`config.mk`:
```
export PLATFORM = sky130hd
export DESIGN_NAME = lvdt_osc_phase_ctrl
export DESIGN_NICKNAME = d
export VERILOG_FILES = /design/src/rtl/lvdt_osc_phase_ctrl.sv
export SDC_FILE = /design/constraint.sdc
export NUM_CORES = 1
export LEC_CHECK = 0
export ABC_CLOCK_PERIOD_IN_PS = 5150
export BUFFER_PORTS_ARGS = -buffer_cell sky130_fd_sc_hd__buf_2
export CAP_MARGIN = 10
export CORE_UTILIZATION = 25
export DETAILED_ROUTE_END_ITERATION = 8
export PLACE_DENSITY_LB_ADDON = 0.3
export RECOVER_POWER = 50
export SKIP_LAST_GASP = 1
export SLEW_MARGIN = 15
export SYNTH_ARGS = -nofsm -noshare
export SYNTH_HDL_FRONTEND = slang
export SYNTH_SLANG_ARGS = --single-unit
```
`constraint.sdc`:
```
create_clock -name clk -period 5.15 [get_ports clk]
set_clock_uncertainty 0.15 [all_clocks]
set_input_delay 0.7725 -clock clk [delete_from_list [all_inputs] [get_ports clk]]
set_output_delay 0.7725 -clock clk [all_outputs]
set_load 0.05 [all_outputs]
```
`src/rtl/lvdt_osc_phase_ctrl.sv`:
```
// ---------------------------------------------------------------------------
// lvdt_osc_phase_ctrl
//   Multi-channel LVDT oscillator phase controller on an Avalon-MM slave.
//   Software writes per-channel phase targets into shadow registers, then
//   commits them all at once.  On commit, each live phase either jumps to
//   its target or ramps one LSB per tick along the shortest modulo path.
//
// Ports
//   clk        : system clock, all logic on the rising edge
//   reset      : asynchronous active-high reset
//   chipselect : Avalon slave select
//   address    : word address (SHADOW 0..NCH-1, CTRL NCH, STATUS NCH+1)
//   write_n    : active-low write strobe
//   read_n     : active-low read strobe
//   writedata  : 16-bit write data
//   readdata   : 16-bit registered read data, one cycle after the read
//   out_port   : live phases packed, channel k at [k*PW +: PW]
//   busy       : high while any live phase differs from its active target
// ---------------------------------------------------------------------------
module lvdt_osc_phase_ctrl #(
  parameter int NCH      = 4,
  parameter int PW       = 8,
  parameter int STEP_DIV = 16,
  parameter int ADDR_W   = 4
) (
  input  logic              clk,
  input  logic              reset,
  input  logic              chipselect,
  input  logic [ADDR_W-1:0] address,
  input  logic              write_n,
  input  logic              read_n,
  input  logic [15:0]       writedata,
  output logic [15:0]       readdata,
  output logic [NCH*PW-1:0] out_port,
  output logic              busy
);

  typedef enum logic {IDLE, RAMP} state_t;

  localparam int TW = (STEP_DIV > 1) ? $clog2(STEP_DIV) : 1;
  localparam logic [PW-1:0] HALF = {1'b1, {(PW-1){1'b0}}};

  state_t         state_q, state_d;
  logic [TW-1:0]  tick_q, tick_d;
  logic           rampEn_q, rampEn_d;
  logic [PW-1:0]  shadow_q [NCH];
  logic [PW-1:0]  shadow_d [NCH];
  logic [PW-1:0]  target_q [NCH];
  logic [PW-1:0]  target_d [NCH];
  logic [PW-1:0]  live_q   [NCH];
  logic [PW-1:0]  live_d   [NCH];
  logic [15:0]    readdata_q, readdata_d;
  logic [PW-1:0]  stepDiff [NCH];

  logic wrEn, rdEn, ctrlSel, statusSel, commit, abort;
  logic unusedWdata;

  assign wrEn      = chipselect & ~write_n;
  assign rdEn      = chipselect & ~read_n;
  assign ctrlSel   = (address == ADDR_W'(NCH));
  assign statusSel = (address == ADDR_W'(NCH + 1));
  assign commit    = wrEn & ctrlSel & writedata[0];
  assign abort     = wrEn & ctrlSel & writedata[2];
  // Upper write-data bits are meaningless for narrow phase words.
  assign unusedWdata = ^writedata;

  assign readdata = readdata_q;

  // Pack live phases onto the output bus.
  always_comb begin
    out_port = '0;
    for (int k = 0; k < NCH; k++) out_port[k*PW +: PW] = live_q[k];
  end

  // Forward modulo distance from live to target; steers ramp direction.
  always_comb begin
    for (int k = 0; k < NCH; k++) stepDiff[k] = target_q[k] - live_q[k];
  end

  // busy: any channel still short of its target.
  always_comb begin
    busy = 1'b0;
    for (int k = 0; k < NCH; k++)
      if (live_q[k] != target_q[k]) busy = 1'b1;
  end

  // Next-state logic: register file writes, FSM, ramp stepping, readback.
  // The RAMP_EN bit written with COMMIT decides jump vs ramp, since a CTRL
  // write always carries RAMP_EN. COMMIT takes precedence over ABORT.
  always_comb begin
    state_d    = state_q;
    tick_d     = tick_q;
    rampEn_d   = rampEn_q;
    shadow_d   = shadow_q;
    target_d   = target_q;
    live_d     = live_q;
    readdata_d = readdata_q;

    for (int k = 0; k < NCH; k++)
      if (wrEn && address == ADDR_W'(k)) shadow_d[k] = writedata[PW-1:0];
    if (wrEn && ctrlSel) rampEn_d = writedata[1];

    unique case (state_q)
      IDLE: begin
        if (commit) begin
          target_d = shadow_q;
          if (writedata[1]) begin
            tick_d  = '0;
            state_d = RAMP;
          end else begin
            live_d = shadow_q;
          end
        end
      end
      RAMP: begin
        if (commit) begin
          target_d = shadow_q;
          tick_d   = '0;
        end else if (abort) begin
          target_d = live_q;
          tick_d   = '0;
          state_d  = IDLE;
        end else if (!busy) begin
          tick_d  = '0;
          state_d = IDLE;
        end else if (tick_q == TW'(STEP_DIV - 1)) begin
          tick_d = '0;
          // An exact half-turn distance resolves upward.
          for (int k = 0; k < NCH; k++) begin
            if (stepDiff[k] != '0) begin
              if (stepDiff[k] <= HALF) live_d[k] = live_q[k] + PW'(1);
              else                     live_d[k] = live_q[k] - PW'(1);
            end
          end
        end else begin
          tick_d = tick_q + TW'(1);
        end
      end
      default: state_d = IDLE;
    endcase

    if (rdEn) begin
      readdata_d = 16'h0000;
      for (int k = 0; k < NCH; k++)
        if (address == ADDR_W'(k)) readdata_d = 16'(live_q[k]);
      if (ctrlSel)   readdata_d = {14'b0, rampEn_q, 1'b0};
      if (statusSel) readdata_d = {8'(NCH), 7'b0, busy};
    end
  end

  // State register with asynchronous clear of all phases and controls.
  always_ff @(posedge clk or posedge reset) begin
    if (reset) begin
      state_q    <= IDLE;
      tick_q     <= '0;
      rampEn_q   <= 1'b0;
      readdata_q <= 16'h0000;
      for (int k = 0; k < NCH; k++) begin
        shadow_q[k] <= '0;
        target_q[k] <= '0;
        live_q[k]   <= '0;
      end
    end else begin
      state_q    <= state_d;
      tick_q     <= tick_d;
      rampEn_q   <= rampEn_d;
      readdata_q <= readdata_d;
      shadow_q   <= shadow_d;
      target_q   <= target_d;
      live_q     <= live_d;
    end
  end

endmodule

```
==> impl_metrics.tcl <==
set metrics [dict create \
    drive_gt1_share_pct 16.44 \
    met2WireLength_um 9724 \
    rsz0062_at_grt "no" \
    drc 0 \
    grt_first_pass_wirelength_um 33840 \
    slew_headroom_pct -79.89 \
    synth-edff-count 0 \
    slew_violations 48 \
    cts_buffer_depth 2 \
    worst_pin_slew_ps 2698 \
    yosysWarnings 0 \
    crit_slowest_cell "dfrtp_1" \
    cp.buffers_inverters 2 \
    root_buffer "clkbuf_16" \
    diodes 0 \
    crit_chain "inv_1, ha_1, nor2b_1, o31ai_2, nand2b_1, a32o_1, a31o_2, inv_1, ha_1, a21o_1, a21oi_1, o21ai_0, o41ai_1, xnor2_1, a21oi_1, o22a_1" \
    io_buffer_count 58 \
    via_count 5850 \
    finalHoldViolCount 0 \
    crit_start "out_port[17]" \
    io_pins 74 \
    ir_worst_vdd_uv 176.0 \
    yosys-top-cells-area "dfrtp_1 (38%), ha_1 (9.0%), mux2i_1 (5.1%), mux2_2 (5.0%), o21ai_0 (4.3%)" \
    hpwlAfterDp_um 16080 \
    syn_area_sq_um 7392 \
    crit_path_max_fanout 6 \
    rows 62 \
    cts.sinks 111 \
    hp-start "readdata[10]" \
    post-route-period-util_pct 83.37 \
    r2r-start "out_port[17]" \
    crit_family "compound AO/OA/AOI/OAI gates" \
    grt_max_degree 65 \
    syn_area_per_cell_sq_um 9.638 \
    clock_latency_ps 370 \
    start_util_pct 25.62 \
    grt-ovfl-total 0 \
    grt_usage_pct 14.74 \
    die_y_um 174.0 \
    required_ps 5250 \
    route.final.wire_length_um 21690 \
    top_layer "met4" \
    drv_cap 1 \
    end_kind "flip-flop" \
    setup_viol 0 \
    postRouteAntennaNets 0 \
    p_leak_nw 3.683 \
    grt_pass1_vias 5614 \
    final.min_clock_period_ps 4293 \
    violations "capacitance limit, slew limit" \
    cpPeakStageDelay_ps 430 \
    clkTransAtPathRegs_ps 80 \
    yosysTopAreaCell "dfrtp_1" \
    syn_to_final_growth_pct 13.71 \
    ctsResizeCount 0 \
    coreArea_sq_um 28860 \
    drtIter0Drc 321 \
    ys_seq_area_share_pct 37.58 \
    cts_buffers 9 \
    finalSetupTns_ps 0 \
    cts_tree "done" \
    async_reset_ff_share_pct 100.0 \
    dieWidth_um 174.0 \
    arrival_ps 4400 \
    criticalPathCategory "flip-flop to flip-flop" \
    fmax_ghz 0.2329 \
    p_per_area_nw_per_um2 395.7 \
    wl_met3_um 1095 \
    synth_most_common_cell "dfrtp_1" \
    dieArea_sq_um 30260 \
    status "finished, violations left" \
    synth_flop_cell "dfrtp_1" \
    dr.pass1.iters 5 \
    wl_per_cell_um 17.91 \
    antenna_found_initial 1 \
    cts_max_level 3 \
    yosys-top-cells-count "dfrtp_1 (111), nand2_1 (70), o21ai_0 (63)" \
    postCtsSetupBuffers 0 \
    hp-class "flip-flop to flip-flop" \
    synth_cell_types 66 \
    dp_slack_ps 867.8 \
    place_congestion 0.8271 \
    worst_setup_path_start_kind "flip-flop" \
    yosysTopAreaCellShare_pct 37.58 \
    setup_ws_ps 856.7 \
    nets 904 \
    synth-seq-cells 111 \
    syn_inst 767 \
    vias_per_cell 4.831 \
    ctsHoldBuffers 0 \
    m1WireLength_um 10700 \
]
## power breakdown
part | total [W] | internal (W) | leakage, nW | switching [W]
clock | 0.000728 | 0.000380 | 0.150 | 0.000348
sequential | 0.00111 | 0.000985 | 1.45 | 0.000126
combinational | 0.00149 | 0.000642 | 2.08 | 0.000844
total | 0.00333 | 0.00201 | 3.68 | 0.00132
## cell families (layout without fill, tap and decap cells)
| family | after synthesis | count (layout) | synth area share, % |
|---|---|---|---|
| AOI/OAI and AO/OA | 202 | 202 | 18.28 |
| other | 1 | 7 | 0.05073 |
| DFF | 111 | 111 | 37.58 |
| xor gates and xnor gates | 37 | 37 | 4.384 |
| muxes | 78 | 78 | 12.31 |
| adders and majority gates | 57 | 57 | 10.05 |
| and+or+nand+nor | 196 | 196 | 12.49 |
| buffers and inverters | 85 | 139 | 4.858 |
## state kept, by name (all words and copies together) (netlist names)
name and cells:
out_port 32, readdata 9, rampEn_q 1, target_q 32, shadow_q 32, state_q 1
tick_q 4
## per-layer routing
| layer | up-vias | GRT usage [%] |
|---|---|---|
| met4 | 0 | 2.156 |
| met3 | 7 | 2.997 |
| met2 | 136 | 23.47 |
| li1 | 2854 | - |
| met5 | - | 0 |
| met1 | 2853 | 20.90 |
## worst reg2reg max path, delay by kind of cell (launching register included)
| family | cells | cell delay [ps] |
|---|---|---|
| flip-flops | 1 | 430 |
| XOR/XNOR | 1 | 200 |
| AND/OR/NAND/NOR | 2 | 260 |
| buffers and inverters | 2 | 410 |
| adder cells (fa/ha/maj) | 2 | 560 |
| AO/OA/AOI/OAI | 9 | 2170 |
## placed cells by master (no fill, tap or decap), types with 4 or more instances in the layout
cell	netlist	layout
dfrtp_1	111	110
nand2_1	70	70
o21ai_0	63	63
ha_1	53	53
inv_1	51	50
a21oi_1	47	47
nor2_1	48	47
buf_2	5	44
mux2i_1	38	38
mux2_2	33	33
xnor2_1	25	25
clkbuf_1	19	15
nor3_1	13	13
buf_4	9	13
xor2_1	12	12
nand3_1	10	10
a22o_1	9	9
clkbuf_16	0	9
a21o_1	8	8
nor2b_1	9	8
and3_1	7	7
or3_1	7	7
mux4_2	7	7
conb_1	1	7
and2_1	6	6
a211oi_1	6	6
o211ai_1	6	6
nand4_1	6	6
nor4_1	6	6
a31o_2	6	6
o21bai_1	6	6
o21a_1	6	6
o22a_1	6	6
nand2b_1	5	5
o41ai_1	4	4
a211o_1	4	4
o21ai_1	4	4
fa_1	4	4
## through the flow
step	util (%)	total power (W)	instance area (sq um)	cells	hold WS (ps)
global route	29.13	0.003566	8406	1211	362.3
finish	29.13	0.003326	8406	1211	337.0
CTS	29.21	0.003358	8428	1211	339.6
detailed placement	28.18	0.002621	8132	1195	323.2
floorplan	-	0.002273	7415	773	292.9
global placement	28.18	0.002601	8132	1195	311.7
## final cells by class
cell class	count	area (sq um)
fill	3078	20450
tap	384	480.5
timing repair buffer	72	374.1
clock inverter	7	71.32
multi-input combinational	577	4283
sequential	111	2779
clock buffer	9	225.2
inverter	51	192.7
## final timing paths
path	cells past startpoint	end	slack (ps)
min in group asynchronous	3	out_port[27]	530
max in group asynchronous	3	shadow_q[29]	2020
setup reg to reg	16	out_port[23]	860
setup / recovery	16	out_port[23]	860
hold / removal	2	readdata[10]	340
hold reg to reg	2	readdata[10]	340
No activity file was read; power rests on OpenSTA's default activity.
